**src/rtl/mem_arb_pkg.sv**
```systemverilog
// mem_arb_pkg: shared types and limits for the memory arbiter (state enum, owner enum, MEM_LAT_MAX)
package mem_arb_pkg;
  typedef enum logic [1:0] {IDLE, ISSUE, WAIT, RESP} arb_state_t;
  typedef enum logic {OWN_CPU = 1'b0, OWN_DMA = 1'b1} owner_t;
  localparam int MEM_LAT_MAX = 8;
endpackage

```
**src/rtl/mem_arbiter_rr_arb2.sv**
```systemverilog
// rr_arb2: two-way round-robin picker; in cpu_req/dma_req/owner, out valid (any req) and win (on a tie the requester that is not owner)
import mem_arb_pkg::*;
module rr_arb2 (
  input  logic   cpu_req,
  input  logic   dma_req,
  input  owner_t owner,
  output logic   valid,
  output owner_t win
);
  assign valid = cpu_req | dma_req;
  assign win = (cpu_req & dma_req) ? owner_t'(~owner) : (dma_req ? OWN_DMA : OWN_CPU);
endmodule

```
**src/rtl/mem_arbiter.sv**
```systemverilog
// mem_arbiter: serializes CPU and DMA req/ack ports onto one memory port (mem_en/we/addr/wdata out, mem_rdata in after MEM_LAT), with busy/owner status
import mem_arb_pkg::*;
module mem_arbiter #(
  parameter int AW = 32,
  parameter int DW = 32,
  parameter int MEM_LAT = 1
) (
  input  logic          clk,
  input  logic          reset,
  input  logic          cpu_req,
  input  logic          cpu_we,
  input  logic [AW-1:0] cpu_addr,
  input  logic [DW-1:0] cpu_wdata,
  output logic [DW-1:0] cpu_rdata,
  output logic          cpu_ack,
  input  logic          dma_req,
  input  logic          dma_we,
  input  logic [AW-1:0] dma_addr,
  input  logic [DW-1:0] dma_wdata,
  output logic [DW-1:0] dma_rdata,
  output logic          dma_ack,
  output logic          mem_en,
  output logic          mem_we,
  output logic [AW-1:0] mem_addr,
  output logic [DW-1:0] mem_wdata,
  input  logic [DW-1:0] mem_rdata,
  output logic          busy,
  output logic          owner
);
  localparam int CW = $clog2(MEM_LAT_MAX);
  arb_state_t state, state_nx;
  owner_t own, win;
  logic grant;
  logic cmd_we;
  logic [AW-1:0] cmd_addr;
  logic [DW-1:0] cmd_wdata;
  logic [CW-1:0] cnt;
  rr_arb2 u_arb (
    .cpu_req(cpu_req),
    .dma_req(dma_req),
    .owner(own),
    .valid(grant),
    .win(win)
  );
  always_ff @(posedge clk)
    if (reset) state <= IDLE;
    else state <= state_nx;
  always_comb
    state_nx = state == IDLE  ? (grant ? ISSUE : IDLE) :
               state == ISSUE ? WAIT :
               state == WAIT  ? (cnt == '0 ? RESP : WAIT) : IDLE;
  always_ff @(posedge clk) begin
    if (reset) begin
      own       <= OWN_DMA;
      cmd_we    <= 1'b0;
      cmd_addr  <= '0;
      cmd_wdata <= '0;
      cnt       <= '0;
      cpu_rdata <= '0;
      dma_rdata <= '0;
    end else begin
      if (state == IDLE && grant) begin
        own       <= win;
        cmd_we    <= win == OWN_DMA ? dma_we : cpu_we;
        cmd_addr  <= win == OWN_DMA ? dma_addr : cpu_addr;
        cmd_wdata <= win == OWN_DMA ? dma_wdata : cpu_wdata;
      end
      if (state == ISSUE) cnt <= CW'(MEM_LAT - 1);
      if (state == WAIT && cnt != '0) cnt <= cnt - 1'b1;
      if (state == WAIT && cnt == '0 && !cmd_we) begin
        if (own == OWN_DMA) dma_rdata <= mem_rdata;
        else cpu_rdata <= mem_rdata;
      end
    end
  end
  always_comb begin
    mem_en    = state == ISSUE;
    mem_we    = state == ISSUE && cmd_we;
    mem_addr  = cmd_addr;
    mem_wdata = cmd_wdata;
    cpu_ack   = state == RESP && own == OWN_CPU;
    dma_ack   = state == RESP && own == OWN_DMA;
    busy      = state != IDLE;
    owner     = own;
  end
endmodule

```
**config.mk**
```make
export PLATFORM = sky130hd
export DESIGN_NAME = mem_arbiter
export DESIGN_NICKNAME = d
export VERILOG_FILES = /design/src/rtl/mem_arb_pkg.sv /design/src/rtl/mem_arbiter_rr_arb2.sv /design/src/rtl/mem_arbiter.sv
export SDC_FILE = /design/constraint.sdc
export NUM_CORES = 1
export LEC_CHECK = 0
export ABC_AREA = 1
export ABC_CLOCK_PERIOD_IN_PS = 2270
export CAP_MARGIN = 20
export CORE_ASPECT_RATIO = 1.25
export CORE_MARGIN = 2
export CORE_UTILIZATION = 45
export DETAILED_ROUTE_END_ITERATION = 16
export PLACE_DENSITY = 0.88
export SLEW_MARGIN = 20
export SYNTH_ARGS = -nofsm -noshare
export SYNTH_HDL_FRONTEND = slang
export SYNTH_HIERARCHICAL = 1
export SYNTH_SLANG_ARGS = --single-unit
```
**constraint.sdc**
```tcl
create_clock -name clk -period 2.27 [get_ports clk]
set_input_delay 0.681 -clock clk [delete_from_list [all_inputs] [get_ports clk]]
set_output_delay 0.681 -clock clk [all_outputs]
set_load 0.03 [all_outputs]
```
[Yosys cells after proc, flatten, opt, wreduce, memory -nomap -nowiden]
Cells that the tools add are included.
Cells by class
  equality and inequality tests: 3
  add/subtract/negate cells: 1
  mux-type cells: 12
  bitwise logic cells: 3
  reduce and logical (&&, ||, !) cells: 15
Operators by type and width (number)
  $mux W32: 2
  $logic_and A1 B1 Y1: 7
  $mux W2: 3
  $mux W3: 2
  $mux W1: 5
  $eq A2 B2 Y1 const B: 2
  $reduce_and A2 Y1: 2
  $reduce_bool A2 Y1: 2
  $logic_not A3 Y1: 1
  $reduce_bool A3 Y1: 1
  $sub A3 B1 Y3 const B: 1
  $eq A2 B1 Y1 const B: 1
  $logic_not A2 Y1: 1
  $and A1 B1 Y1: 1
  $logic_not A1 Y1: 1
  $not A1 Y1: 1
  $or A1 B1 Y1: 1
Word-level totals
  bits of input ports: 166
  logic and storage cells: 42
  output and inout port bits: 134
  flip-flop bits (word level): 135

[Logic depth before layout (Yosys ltp)]
  word-level depth: 5
  gate-level depth with buffers: 9
  gate-level depth less buffers: 8

[Modules after synthesis]
Netlist, hierarchy kept.
By module, submodules not included
  mem_arbiter: instances 1, cells an instance 987, area each 6438.7 um2
  rr_arb2: instances 1, cells an instance 3, area each 15.0 um2

[Worst setup path before layout]
OpenSTA, ideal clock, no wires.
  path kind: register to output
  start point: register own, in the netlist owner
  end point: output port dma_ack
  data required time: 1.589 ns
  path buffers: 2
  cell stages (with the launch flop): 5
  path slack: 0.283 ns
  arrival: 1.306 ns
  path through: dfxtp_1 -> buf_2 -> buf_1 -> nand2_1 -> inv_1
Between the ends
  cells in the longest elaborated chain, start to end: 1
RTL lines
  start, declared: RTL line mem_arbiter.sv:32  | owner_t own, win;
  start signal, assigned: RTL line mem_arbiter.sv:63  | own <= win;
  $logic_and A1 B1 Y1: RTL line mem_arbiter.sv:82  | dma_ack = state == RESP && own == OWN_DMA;
  end, declared: RTL line mem_arbiter.sv:21  | output logic dma_ack,
No other way between the ends.

[Worst setup path after layout]
  start point: register cmd_wdata[2], in the netlist mem_wdata[2]
  end point: output port mem_wdata[2]
RTL lines
  start, declared: RTL line mem_arbiter.sv:36  | logic [DW-1:0] cmd_wdata;
  start signal, assigned: RTL line mem_arbiter.sv:66  | cmd_wdata <= win == OWN_DMA ? dma_wdata : cpu_wdata;
  end, declared: RTL line mem_arbiter.sv:25  | output logic [DW-1:0] mem_wdata,
No word-level cell between the ends.

==> tab_implementation.tex <==
\begin{tabular}{lr}
\hline
Metric & Value \\
\hline
\multicolumn{2}{l}{\textbf{Outcome}} \\
Run status & finished clean \\
\multicolumn{2}{l}{\textbf{Finish}} \\
Layout cell share with drive strength beyond 1 & 4.613\% \\
Synth-to-Final Area Change & 57.27\% \\
Finished Cell Area & 10150 µm² \\
Final-stage net count & 1438 \\
Total inserted antenna cells & 0 \\
\multicolumn{2}{l}{\textbf{Global route}} \\
Largest net degree at the start of global routing & 66 \\
Via count of the first global-routing pass & 6418 \\
Met2 Track Usage GR & 44.48\% \\
Global-route usage over all layers & 25.06\% \\
Antenna violations before repair & 0 \\
Global-route wire length before repair & 30.95 mm \\
Grt met3 use & 7.343\% \\
Met1 track demand over resource & 29.13\% \\
Routing layer with the top usage in global route & met2 \\
Grt total ovfl & 0 \\
\multicolumn{2}{l}{\textbf{Floorplan}} \\
Placement Rows & 48 \\
Number of top-level pins & 300 \\
Initial Utilization & 46.32\% \\
Area of the die & 15320 µm² \\
Vert. Die Dim & 137.9 µm \\
Core Area & 13930 µm² \\
Chip width & 111.1 µm \\
\multicolumn{2}{l}{\textbf{Critical path}} \\
Delay-heaviest family, CP & buffers and inverters \\
Maximum fanout along the worst path & 2 \\
Critical Path Stages & 1 \\
Highest cell delay on the worst timing path & 700 ps \\
Launch point of the critical path & mem\_wdata[2] \\
Crit Path Class & reg -> out \\
Critical path capture point type & primary output \\
Critical path required time & 1590 ps \\
R2R setup slack & 630 ps \\
Data arrival time of the worst path & 1510 ps \\
Logic depth of the worst register-to-register path & 8 \\
End of the critical path & mem\_wdata[2] \\
Library cell contributing the largest single delay on the critical path & sky130\_fd\_sc\_hd\_\_clkdlybuf4s50\_1 \\
Worst reg2reg startpoint & owner \\
Number of buffers and inverters on the critical path & 1 \\
Kind of start point of the critical path & flip-flop \\
Reg2reg end & mem\_wdata[7] \\
Cells traversed along the worst timing path & clkdlybuf4s50\_1 \\
\multicolumn{2}{l}{\textbf{Yosys}} \\
Post-Synthesis Net Count & 1162 \\
Cell Area, Synth & 6454 µm² \\
Share of Yosys cell area claimed by the top area cell type & 41.88\% \\
Avg Cell Area, Syn & 6.519 µm² \\
Post-synthesis cell type with the largest combined area & sky130\_fd\_sc\_hd\_\_dfxtp\_1 \\
Flip-flop and latch count after synthesis & 135 \\
Number of distinct standard cells referenced by the synthesized netlist & 18 \\
Yosys warnings & 6 \\
Most area-consuming cells after synthesis & sky130\_fd\_sc\_hd\_\_dfxtp\_1 (42\%), sky130\_fd\_sc\_hd\_\_nand2\_1 (15\%), sky130\_fd\_sc\_hd\_\_inv\_1 (14\%) \\
Register area share after synthesis & 41.88\% \\
Mapped Cells & 990 \\
\multicolumn{2}{l}{\textbf{Timing}} \\
Maximum clock skew at final layout & 16.36 ps \\
Part of the cycle the worst path needs & 96.32\% \\
Endpoints failing hold & 0 \\
Time the worst path needs with I/O delays and setup & 2186 ps \\
Max Transition Viols Final & 0 \\
Endpoints failing setup & 0 \\
Slew @ Worst Pin & 464.2 ps \\
Highest achievable clock rate & 457.4 MHz \\
Setup repair after global routing missed its margin & no \\
Min setup slack post-route & 83.62 ps \\
Max-Slew Margin vs Limit & 69.05\% \\
Sum of negative setup slack & 0 ps \\
\multicolumn{2}{l}{\textbf{Placement}} \\
Area of placed instances & 9619 µm² \\
Gp weighted congestion & 0.8440 \\
HPWL after detailed placement & 14.27 mm \\
DP Worst Slack & 55.92 ps \\
Count of buffers inserted at the top-level ports & 299 \\
\multicolumn{2}{l}{\textbf{Clocking}} \\
Number of clock sinks & 135 \\
Count of buffers added by post-CTS timing repair for setup & 0 \\
Maximum level of the CTS H-tree & 4 \\
CTS tree & done \\
Clock buffers created by TritonCTS & 17 \\
CTS Buffer Depth & 2 \\
Worst-Skew Late Latency & 410 ps \\
Clock transition time at the flip-flop clock pins of the worst setup and hold paths & 60 ps \\
Root Buffer & sky130\_fd\_sc\_hd\_\_clkbuf\_16 \\
\multicolumn{2}{l}{\textbf{Route}} \\
Remaining DRCs & 0 \\
Vias per std cell & 4.710 \\
Number of routed nets with antenna violations & 0 \\
DRT Wirelength & 19.57 mm \\
Routed length per placed instance & 13.46 µm \\
Number of optimization iterations in the first detailed-route pass & 6 \\
Routed vias & 6849 \\
First DRT Iteration DRCs & 394 \\
\multicolumn{2}{l}{\textbf{Pwr}} \\
Flop pwr share & 38.7\% \\
Net load switching power & 2.098 mW \\
Internal portion of total power & 4.720 mW \\
Maximum vdd ir drop & 421.5 µV \\
Combinational share of power & 24.4\% \\
Leakage & 4.846 nW \\
Part of the power in the clock network & 37.0\% \\
Sw Ratio & 30.77\% \\
Power Density & 671.8 nW/µm² \\
\multicolumn{2}{l}{\textbf{Run}} \\
Maxcap violations & 0 \\
\multicolumn{2}{l}{\textbf{Worst hold path}} \\
Class of the tightest hold or removal check & reg -> reg \\
Start point of the worst hold path & cnt[1] \\
\hline
\end{tabular}
repair_timing:
action / CTS / global route
gates resized for setup: 5 / 3
hold buffers: 0 / 0
endpoints found under the setup margin: 4 / 2
metrics by stage:
stage	util (%)	cells	hold WS (ps)	total power [mW]
floorplan	-	990	453.8	3.544
global placement	69.04	1422	469.2	4.323
detailed placement	69.04	1422	480.4	4.349
CTS	72.91	1454	488.1	6.869
global route	72.84	1454	504.3	7.117
finish	72.84	1454	484.6	6.819
state kept, by name (all words and copies together), names as in the netlist:
signal	cells
cpu_rdata	32
dma_rdata	32
mem_addr	32
mem_wdata	32
cnt	3
state	2
cmd_we	1
owner	1
power groups by stage:
stage / sequential, mW / clock [mW] / combinational [mW]
floorplan: 2.98 / 0 / 0.566
finish: 2.64 / 2.52 / 1.66
global placement: 2.68 / 0 / 1.64
detailed placement: 2.68 / 0 / 1.67
CTS: 2.63 / 2.56 / 1.67
global route: 2.65 / 2.67 / 1.79
synth_stat cells:
cell,number
sky130_fd_sc_hd__nand2_1,265
sky130_fd_sc_hd__inv_1,242
sky130_fd_sc_hd__dfxtp_1,135
sky130_fd_sc_hd__nand3_1,132
sky130_fd_sc_hd__nor2_1,68
sky130_fd_sc_hd__o211ai_1,66
sky130_fd_sc_hd__buf_2,36
sky130_fd_sc_hd__clkbuf_1,20
sky130_fd_sc_hd__ha_1,6
sky130_fd_sc_hd__a21oi_1,5
sky130_fd_sc_hd__buf_1,5
sky130_fd_sc_hd__nand4_1,3
sky130_fd_sc_hd__o21ai_0,2
sky130_fd_sc_hd__clkinv_1,1
sky130_fd_sc_hd__inv_2,1
sky130_fd_sc_hd__nor2_4,1
sky130_fd_sc_hd__or2_1,1
sky130_fd_sc_hd__xor2_1,1
layout by cell type, fill, tap and decap left out, types with 4 or more instances in the layout:
cell	Yosys	routed
sky130_fd_sc_hd__nor2_1	68	68
sky130_fd_sc_hd__a21oi_1	5	4
sky130_fd_sc_hd__clkbuf_16	0	17
sky130_fd_sc_hd__inv_1	242	240
sky130_fd_sc_hd__clkinvlp_4	0	7
sky130_fd_sc_hd__buf_4	0	15
sky130_fd_sc_hd__ha_1	6	6
sky130_fd_sc_hd__o211ai_1	66	66
sky130_fd_sc_hd__clkdlybuf4s50_1	0	293
sky130_fd_sc_hd__inv_6	0	4
sky130_fd_sc_hd__dfxtp_1	135	135
sky130_fd_sc_hd__buf_12	0	6
sky130_fd_sc_hd__nand2_1	265	265
sky130_fd_sc_hd__nand3_1	132	132
worst register-to-register path, cell delays in order, from the launching register on:
cell and delay [ps]:
sky130_fd_sc_hd__dfxtp_1 330, sky130_fd_sc_hd__buf_4 410, sky130_fd_sc_hd__a21oi_4 140, sky130_fd_sc_hd__inv_2 100, sky130_fd_sc_hd__buf_12 230, sky130_fd_sc_hd__nand2_1 100
sky130_fd_sc_hd__nand3_1 110, sky130_fd_sc_hd__o211ai_1 100, sky130_fd_sc_hd__inv_1 70
cell type report:
type	count	area, µm²
clock inverter	12	96.34
clock buffer	20	446.7
fill	1115	3784
timing repair buffer	318	3193
inverter	244	919.6
tap	175	219.0
sequential	135	2703
multi-input combinational	550	2572
cells by family (layout without fill, tap and decap cells):
| logic type | count (synthesis) | in the layout | share of synthesized area, % |
|---|---|---|---|
| compound gates | 73 | 73 | 8.220 |
| xor+xnor | 1 | 1 | 0.1357 |
| fa+ha+maj | 6 | 6 | 1.163 |
| buf+inv | 305 | 594 | 18.44 |
| flops | 135 | 135 | 41.88 |
| simple gates | 470 | 470 | 30.17 |
per-layer routing:
layer | wire [µm] | vias to the layer above
met3 | 1525 | 25
met2 | 9860 | 273
met4 | 390 | 0
met1 | 7798 | 3024
li1 | - | 3527
met5 | 0 | -
worst min path at each step:
stage                         to  slack, ps  cells after the start
final                     cnt[1]        480                      2
after global routing      cnt[1]        500                      2
after CTS                 cnt[1]        490                      2
after detailed placement  cnt[1]        480                      2
after global placement    cnt[1]        470                      2
after floorplan           cnt[1]        450                      2
Note: power is estimated with default switching activity, not from simulation.
